## src/rtl/periph_rx_arbiter_pkg.sv

```systemverilog
// Shared widths, types and FSM encoding for the peripheral RX arbiter.
package periph_rx_arbiter_pkg;

  localparam int unsigned usb_packet_width     = 32;
  localparam int unsigned periph_address_width = 3;
  localparam int unsigned periph_word_width    = usb_packet_width - periph_address_width;

  typedef logic [periph_word_width-1:0] periph_word_t;

  typedef enum logic [1:0] {
    StIdle,
    StRead,
    StCapture,
    StWrite
  } arb_state_t;

endpackage

```

## src/rtl/periph_rx_arbiter_rr_priority_picker.sv

```systemverilog
// Combinational find-first-set over req, starting at ptr and wrapping to index 0.
module rr_priority_picker #(
  parameter int unsigned NUM_PERIPHS = 8,
  parameter int unsigned IDX_W       = 3
) (
  input  logic [NUM_PERIPHS-1:0] req,
  input  logic [IDX_W-1:0]       ptr,
  output logic                   found,
  output logic [IDX_W-1:0]       idx
);

  always_comb begin
    int unsigned             cand;
    logic [NUM_PERIPHS-1:0]  req_sh;
    found  = 1'b0;
    idx    = '0;
    cand   = 0;
    req_sh = '0;
    for (int unsigned off = 0; off < NUM_PERIPHS; off++) begin
      cand = 32'(ptr) + off;
      if (cand >= NUM_PERIPHS) cand = cand - NUM_PERIPHS;
      req_sh = req >> cand;
      if (!found && req_sh[0]) begin
        found = 1'b1;
        idx   = IDX_W'(cand);
      end
    end
  end

endmodule

```

## src/rtl/periph_rx_arbiter.sv

```systemverilog
// Round-robin drain of peripheral RX FIFOs into the USB TX FIFO, tagging each word with
// its source address in the MSBs.
module periph_rx_arbiter
  import periph_rx_arbiter_pkg::*;
#(
  parameter int unsigned NUM_PERIPHS = 8,
  parameter int unsigned MAX_BURST   = 4
) (
  input  logic                                     clk,
  input  logic                                     rst,
  input  logic                                     enable,
  input  logic [NUM_PERIPHS*periph_word_width-1:0] periph_rx_data,
  input  logic [NUM_PERIPHS-1:0]                   periph_rx_empty,
  output logic [NUM_PERIPHS-1:0]                   periph_rx_rden,
  output logic [usb_packet_width-1:0]              usb_tx_data,
  output logic                                     usb_tx_wren,
  input  logic                                     usb_tx_full,
  output logic [periph_address_width-1:0]          grant_id,
  output logic                                     busy
);

  localparam int unsigned CntW = $clog2(MAX_BURST + 1);

  arb_state_t                      state_q;
  logic [periph_address_width-1:0] rr_ptr_q;
  logic [periph_address_width-1:0] grant_q;
  logic [CntW-1:0]                 burst_q;
  logic [usb_packet_width-1:0]     data_q;
  logic [NUM_PERIPHS-1:0]          rden_q;

  logic                            pick_found;
  logic [periph_address_width-1:0] pick_idx;
  logic [periph_address_width-1:0] ptr_next;
  logic [31:0]                     burst_next;
  logic [NUM_PERIPHS-1:0]          empty_sh;
  periph_word_t                    sel_word;

  rr_priority_picker #(
    .NUM_PERIPHS(NUM_PERIPHS),
    .IDX_W      (periph_address_width)
  ) u_picker (
    .req  (~periph_rx_empty),
    .ptr  (rr_ptr_q),
    .found(pick_found),
    .idx  (pick_idx)
  );

  assign sel_word   = periph_word_t'(periph_rx_data >> (32'(grant_q) * periph_word_width));
  assign empty_sh   = periph_rx_empty >> grant_q;
  assign burst_next = 32'(burst_q) + 32'd1;
  assign ptr_next   = (32'(grant_q) + 32'd1 >= NUM_PERIPHS) ? '0
                                                           : grant_q + periph_address_width'(1);

  always_ff @(posedge clk) begin
    if (!rst) begin
      state_q  <= StIdle;
      rr_ptr_q <= '0;
      grant_q  <= '0;
      burst_q  <= '0;
      data_q   <= '0;
      rden_q   <= '0;
    end else begin
      rden_q <= '0;
      unique case (state_q)
        StIdle: begin
          if (enable && pick_found) begin
            grant_q <= pick_idx;
            rden_q  <= NUM_PERIPHS'(1) << pick_idx;
            state_q <= StRead;
          end
        end
        StRead: state_q <= StCapture;
        StCapture: begin
          data_q  <= {grant_q, sel_word};
          state_q <= StWrite;
        end
        StWrite: begin
          // While full, stay here with data_q frozen; wren is gated combinationally.
          if (!usb_tx_full) begin
            if (enable && burst_next < MAX_BURST && !empty_sh[0]) begin
              burst_q <= CntW'(burst_next);
              rden_q  <= NUM_PERIPHS'(1) << grant_q;
              state_q <= StRead;
            end else begin
              rr_ptr_q <= ptr_next;
              burst_q  <= '0;
              state_q  <= StIdle;
            end
          end
        end
        default: state_q <= StIdle;
      endcase
    end
  end

  assign periph_rx_rden = rden_q;
  assign usb_tx_data    = data_q;
  assign usb_tx_wren    = (state_q == StWrite) && !usb_tx_full;
  assign grant_id       = grant_q;
  assign busy           = (state_q != StIdle);

endmodule

```

## config.mk

```make
export PLATFORM = sky130hd
export DESIGN_NAME = periph_rx_arbiter
export DESIGN_NICKNAME = d
export VERILOG_FILES = /design/src/rtl/periph_rx_arbiter_pkg.sv /design/src/rtl/periph_rx_arbiter_rr_priority_picker.sv /design/src/rtl/periph_rx_arbiter.sv
export SDC_FILE = /design/constraint.sdc
export NUM_CORES = 1
export LEC_CHECK = 0
export ABC_AREA = 0
export CAP_MARGIN = 15
export CORE_MARGIN = 8
export CORE_UTILIZATION = 34
export DETAILED_ROUTE_END_ITERATION = 16
export PLACE_DENSITY_LB_ADDON = 0.08
export RECOVER_POWER = 100
export SLEW_MARGIN = 10
export SYNTH_ARGS = -nofsm -noshare
export SYNTH_HDL_FRONTEND = slang
export SYNTH_HIERARCHICAL = 1
export SYNTH_SLANG_ARGS = --single-unit
export TNS_END_PERCENT = 30
```

## constraint.sdc

```tcl
create_clock -name clk -period 3.67 [get_ports clk]
set_clock_uncertainty 0.15 [all_clocks]
set_input_delay 1.101 -clock clk [delete_from_list [all_inputs] [get_ports clk]]
set_output_delay 1.101 -clock clk [all_outputs]
set_load 0.1 [all_outputs]
```

==> results of run 1 <==
[power by group through the flow]
stage	clock [mW]	sequential [mW]	combinational [mW]
2_1_floorplan	0	1.58	0.836
3_3_place_gp	0	0.779	2.34
3_5_place_dp	0	0.787	2.35
4_1_cts	0.573	0.778	2.37
5_1_grt	0.590	0.792	2.37
6_report	0.560	0.773	2.24
[registers in the layout, summed over array words and instances (netlist names)]
name and cells:
rr_ptr_q 3, burst_q 3, state_q 2, grant_id 3, periph_rx_rden 8, usb_tx_data 32
[kinds of logic (layout without fill, tap and decap cells)]
logic type,count (synthesis),in the layout,share of synthesized area
mux,93,93,0.3948
xor+xnor,2,2,0.003778
flops,51,51,0.2202
compound gates,100,100,0.1382
buf+inv,67,367,0.06827
fa+ha+maj,14,14,0.03778
simple gates,138,138,0.1371
[synthesized netlist by cell type, types with 2 or more instances]
master    number
nand2_1       77
inv_2          3
mux4_2        63
nor2b_1        2
mux2i_1       16
or4_1          2
nor2_1        18
buf_2         10
dfxtp_1       51
ha_1          14
a22oi_1        3
o311ai_0       2
o22ai_1        2
a22oi_2        2
nor3_1         2
o21ai_0       33
buf_6          2
nand3b_1       2
mux4_1         6
a31oi_1       31
nand2b_1       5
and2_1         2
xor2_1         2
buf_4          7
mux2_1         2
mux2_2         5
clkbuf_1      16
buf_1          4
and3_1         2
o21ai_1        6
nand3_1       15
a21oi_1       10
nor3b_1        2
inv_1         24
nand4_1        3
[worst max-delay path, cell delays in order]
cell and delay (ns):
dlygate4sd2_1 0.21, inv_2 0.07, mux2_4 0.27, mux4_2 0.56, buf_4 0.18, or4b_1 0.51, o211ai_1 0.17, a22oi_2 0.09
clkbuf_2 0.16, nor2b_1 0.15, nand3_1 0.09, o21ai_1 0.07
[how the worst max path moves through the flow]
stage | start | cells past startpoint | to
3_3_place_gp | periph_rx_empty[6] | 10 | periph_rx_rden[6]
2_1_floorplan | periph_rx_empty[6] | 9 | periph_rx_rden[6]
3_5_place_dp | periph_rx_empty[6] | 10 | periph_rx_rden[6]
5_1_grt | periph_rx_empty[1] | 12 | periph_rx_rden[0]
4_1_cts | periph_rx_empty[3] | 11 | periph_rx_rden[6]
6_report | periph_rx_empty[1] | 12 | periph_rx_rden[1]
[per-layer routing]
metal,share of wire,track usage
met5,0.00062,0
met4,0.0092,0.04101
met3,0.079,0.07608
met2,0.52,0.4216
met1,0.39,0.2739
[cell type report]
class,instances,share of cell area
Clock buffer,5,0.01614
Clock inverter,3,0.005974
Inverter,27,0.01308
Multi-Input combinational cell,347,0.4285
Sequential cell,51,0.1327
Tap cell,176,0.02841
Timing Repair Buffer,332,0.3752
[repair_timing]
item	in CTS	in global routing
resized for setup	36	20
setup buffers	4	5
pin swaps	8	9
setup endpoints to repair	12	5
==> out/results.tsv, run 1 <==
stage	metric	value	unit
drt	avgRoutedWirePerCell	22.45	µm
pwr	totalPowerFinal	3.577	mW
final_layout	final_cells	941	
synth	seq_area_frac_synth	0.2202	
placement	placed_cell_area	7737	µm²
placement	hpwl	17660	µm
worst_setup_path	rrSetupSlack	0.22	ns
worst_setup_path	rr_worst_depth	12	
drt	drc	0	
pwr	swShare	0.5138	
pwr	switchingPower	1.838	mW
placement	pre_cts_ws	-0.5330	ns
final_layout	antenna_cells	0	
synth	synth-async-reset-ratio	0	
floorplan	fp.dieH	132.8	µm
floorplan	core_area	13300	µm²
worst_setup_path	worstSetupEndpointType	flop	
placement	gp_congestion	0.8288	
pwr	clock_power_share	0.157	
final_layout	layout_commonest_cell	clkdlybuf4s50_1	
floorplan	top_level_ports	289	
sta	maxSlewHeadroom	-0.2843	
worst_setup_path	worstPathMaxFanout	6	
sta	rsz0062_at_grt	false	
sta	setup_viol	0	
floorplan	die_area	17630	µm²
min_path	holdPathEnd	burst_q[1]	
run_status	outcome	complete, but fails checks	
final_layout	layout.nets	1022	
worst_setup_path	r2r-end	periph_rx_rden[2]	
drt	via_per_inst	5.316	
clock_network	path_clk_slew	0.08	ns
worst_setup_path	critPathKind	in2reg	
sta	drv_slew	98	
final_layout	fin_util	0.5829	
sta	hold_viol	0	
sta	period_minus_slack	3.537	ns
final_layout	final_cell_area	7750	µm²
pwr	vdd_drop_max	0.0002154	V
drt	detail_route.first_pass.iterations	4	
sta	fmax	282.7	MHz
run_status	violations	max-capacitance violations, max-slew violations	
pwr	combPwrFrac	0.627	
synth	synth-seq-cells	51	
final_layout	multiInputGateArea	3321	µm²
pwr	p_int	1.739	mW
pwr	power_per_cell_area	461.5	nW/µm²
global_route	track_usage	0.2371	
clock_network	cts-root-buf	clkbuf_16	
drt	route.vias.total	5002	
clock_network	cts_tree	yes	
synth	synth-edff-count	0	
global_route	overflow	0	
final_layout	area_growth	67.13	%
global_route	antenna_found_initial	1	
clock_network	clk_path_buf_depth	2	
synth	netlist_area	4637	µm²
pwr	power.leakage	2.833	nW
final_layout	n_fill_cell	1208	
sta	finalCritPeriodShare	0.9637	
synth	yosys_warnings	6	
drt	ant_nets	0	
pwr	pwr-share-seq	0.216	
sta	tightest_slew	1.926	ns
clock_network	holdBufCountCts	0	
global_route	grt_pass1_vias	5480	
worst_setup_path	start_kind	input pin	
worst_setup_path	r2r_start	rr_ptr_q[0]	
synth	synth_cells	465	
synth	synth_flop_cell	dfxtp_1	
sta	hold_ws	0.3294	ns
final_layout	seq_area	1028	µm²
drt	drt-total-wl	21130	µm
synth	synth.distinct_cells	54	
global_route	grt_pass1_wl	32670	µm
run	cap_violations	2	
sta	finalSetupTns	0	ns
synth	syn_nets	723	
clock_network	cts_sinks	51	
synth	ys_top_cells_by_area	mux4_2, dfxtp_1, nand2_1	
clock_network	worstSkewPairLatency	0.30	ns
clock_network	htreeDepth	2	
final_layout	drive_gt1_frac	0.2157	
drt	drt-initial-drc-count	290	
synth	synth.top_cell.area_share	0.3060	
global_route	grt_start_max_net_pins	62	
final_layout	layout_common_cells	clkdlybuf4s50_1, nand2_1, mux4_2, dfxtp_1, clkbuf_1	
synth	synth_area_per_cell	9.972	µm²
worst_setup_path	cp.arrival	3.62	ns
clock_network	numCtsBuffers	5	
min_path	min_from	burst_q[1]	
floorplan	start_util	0.3488	
placement	portBuffers	288	
floorplan	fp-row-count	42	
sta	postLayoutSetupSlackWorst	0.1333	ns
floorplan	die_w	132.8	µm
placement	dp_cells	926	
worst_setup_path	cp.required	3.75	ns
min_path	whs_path_depth	2	
min_path	hold_path_class	reg2reg	
synth	synth_top_area_cell	mux4_2	
Power figures use the tool's default switching activity.
==> inputs of run 2 (changes only) <==
MAX_ROUTING_LAYER = met4   (was default)
==> run 2 against run 1 <==
Against the previous run:
- the flow still finishes with violations (max-capacitance violations, max-slew violations)
- fmax down 0.77%
- routed wire length up 0.29%
- sequential share of layout area about the same
- sequential power about the same
- largest power group unchanged
- cell area up 0.29%
- critical path depth unchanged
- hold slack better by 0.011 ns
- power down 2.0%
- clock-buffer cell count unchanged
- non-clock buffer count down 2
- critical path type unchanged
- largest cell class unchanged
- first-iteration DRC count down 16%
==> out/results.tsv, run 2 (synthesized netlist as in run 1, its figures left out) <==
stage	metric	value	unit	change
run_status	outcome	complete, but fails checks		
worst_setup_path	worstPathMaxFanout	6		unchanged
clock_network	path_clk_slew	0.08	ns	about the same
drt	drc	0		unchanged
placement	placed_cell_area	7715	µm²	-0.29%
floorplan	fp.dieH	132.8	µm	unchanged
sta	finalSetupTns	0	ns	unchanged
clock_network	clk_path_buf_depth	2		unchanged
drt	via_per_inst	5.380		+1.2%
clock_network	cts_sinks	51		unchanged
floorplan	core_area	13300	µm²	unchanged
final_layout	drive_gt1_frac	0.2058		-0.009920
sta	fmax	280.6	MHz	-0.77%
final_layout	final_cell_area	7772	µm²	+0.29%
final_layout	final_cells	945		+0.43%
global_route	grt_pass1_vias	5486		+0.11%
sta	finalCritPeriodShare	0.9711		+0.007440
floorplan	start_util	0.3488		unchanged
placement	portBuffers	288		unchanged
sta	maxSlewHeadroom	-0.3148		-0.03058
min_path	hold_path_class	reg2reg		
placement	dp_cells	923		-0.32%
clock_network	worstSkewPairLatency	0.30	ns	about the same
global_route	grt_pass1_wl	32440	µm	-0.72%
global_route	antenna_found_initial	6		+5
global_route	overflow	0		unchanged
floorplan	die_w	132.8	µm	unchanged
drt	route.vias.total	5084		+1.6%
worst_setup_path	start_kind	input pin		
pwr	power_per_cell_area	451.1	nW/µm²	-2.3%
placement	gp_congestion	0.8611		+3.9%
final_layout	n_fill_cell	1233		+2.1%
sta	setup_viol	0		unchanged
final_layout	area_growth	67.62	%	
pwr	vdd_drop_max	0.0001813	V	-16%
sta	drv_slew	98		unchanged
final_layout	layout_commonest_cell	clkdlybuf4s50_1		
final_layout	layout.nets	1020		-0.20%
drt	avgRoutedWirePerCell	22.43	µm	-0.13%
global_route	track_usage	0.2433		+0.006207
sta	period_minus_slack	3.564	ns	+0.02730 ns
clock_network	cts-root-buf	clkbuf_16		
placement	hpwl	17560	µm	-0.54%
sta	hold_viol	0		unchanged
global_route	grt_start_max_net_pins	62		unchanged
final_layout	largest_register_ffs	32		unchanged
pwr	power.leakage	2.803	nW	-1.1%
floorplan	top_level_ports	289		unchanged
clock_network	numCtsBuffers	5		unchanged
clock_network	holdBufCountCts	0		unchanged
worst_setup_path	critPathKind	in2reg		
run_status	violations	max-capacitance violations, max-slew violations		
run	cap_violations	2		unchanged
drt	detail_route.first_pass.iterations	4		unchanged
drt	drt-initial-drc-count	243		-16%
final_layout	layout_common_cells	clkdlybuf4s50_1, nand2_1, mux4_2, dfxtp_1, clkbuf_1		
drt	ant_nets	0		unchanged
worst_setup_path	worstSetupEndpointType	flop		
floorplan	fp-row-count	42		unchanged
floorplan	die_area	17630	µm²	unchanged
drt	drt-total-wl	21190	µm	+0.29%
clock_network	htreeDepth	2		unchanged
worst_setup_path	cp.arrival	3.65	ns	+0.03 ns
sta	tightest_slew	1.972	ns	+0.04587 ns
worst_setup_path	cp.required	3.75	ns	about the same
clock_network	cts_tree	yes		
run 2: cell count changes in the layout (fill, tap and decap cells not counted), sizes merged:
cell           delta
bufinv            -1
dlymetal6s4s      -1
clkbuf            -5
buf               -3
diode             +6
clkdlybuf4s15     +4
clkinv            +1
dlygate4sd2       +3
run 2: cell type report:
type	count	area, µm²	share of cell area
multi-input cells	347	3334	0.4290
clock buffers	5	125.1	0.01610
inverters	27	101.3	0.01304
repair buffers	330	2920	0.3757
diodes	6	15.01	0.001932
well taps	176	220.2	0.02833
flip-flops and latches	51	1028	0.1323
clock inverters	3	27.53	0.003542
run 2: routing by layer:
metal,up-vias,track usage,share of wire
met3,22,0.07343,0.085
met1,2475,0.2749,0.39
met5,-,-,0
li1,2372,-,-
met4,0,0.05868,0.017
met2,215,0.4129,0.51
run 2: path summary, 6_finish.rpt:
path                      start           endpoint  slack [ns]  cells after the start
max          periph_rx_empty[5]  periph_rx_rden[6]        0.11                     12
min                  burst_q[1]         burst_q[1]        0.34                      2
min reg2reg          burst_q[1]         burst_q[1]        0.34                      2
max reg2reg         rr_ptr_q[1]  periph_rx_rden[6]        0.16                     12
run 2: worst max-delay path: stages:
cell           delay (ns)
dlygate4sd2_1        0.23
inv_2                0.07
mux4_1               0.51
mux2i_2              0.23
a22oi_2              0.16
nor3_4               0.23
mux2_2               0.18
mux2i_1              0.06
buf_4                0.16
nand2b_1             0.16
or4_1                0.46
o21ai_1              0.09
run 2: metrics by stage:
| step | hold WS [ns] | utilization | setup slack (ns) | power (mW) |
|---|---|---|---|---|
| final | 0.3407 | 0.5846 | 0.1060 | 3.506 |
| after global routing | 0.3440 | 0.5846 | -0.003634 | 3.678 |
| after CTS | 0.3354 | 0.5949 | 0.1650 | 3.647 |
| after detailed placement | 0.3219 | 0.5803 | -0.5509 | 3.132 |
| after global placement | 0.3103 | 0.5803 | -0.4815 | 3.114 |
| after floorplan | 0.2953 | - | 0.07087 | 2.416 |
run 2: report_power, final:
part           leakage [nW]  internal, mW  switching (mW)  total (mW)
sequential            0.416         0.683          0.0890       0.772
clock                0.0720         0.259           0.235       0.494
combinational          2.31         0.726            1.51        2.24
total                  2.80          1.67            1.84        3.51
run 2: what timing repair did:
item	4_1_cts	5_1_grt
pin swaps	5	8
setup endpoints to repair	13	3
cloned	0	0
buffers inserted	2	6
gates resized for setup	29	19
==> inputs of run 3 (changes only) <==
SLEW_MARGIN = default   (was 10)
TNS_END_PERCENT = 5   (was 30)
==> results of run 3 <==
No change in the layout: final DEF, timing and power equal those of run 2.
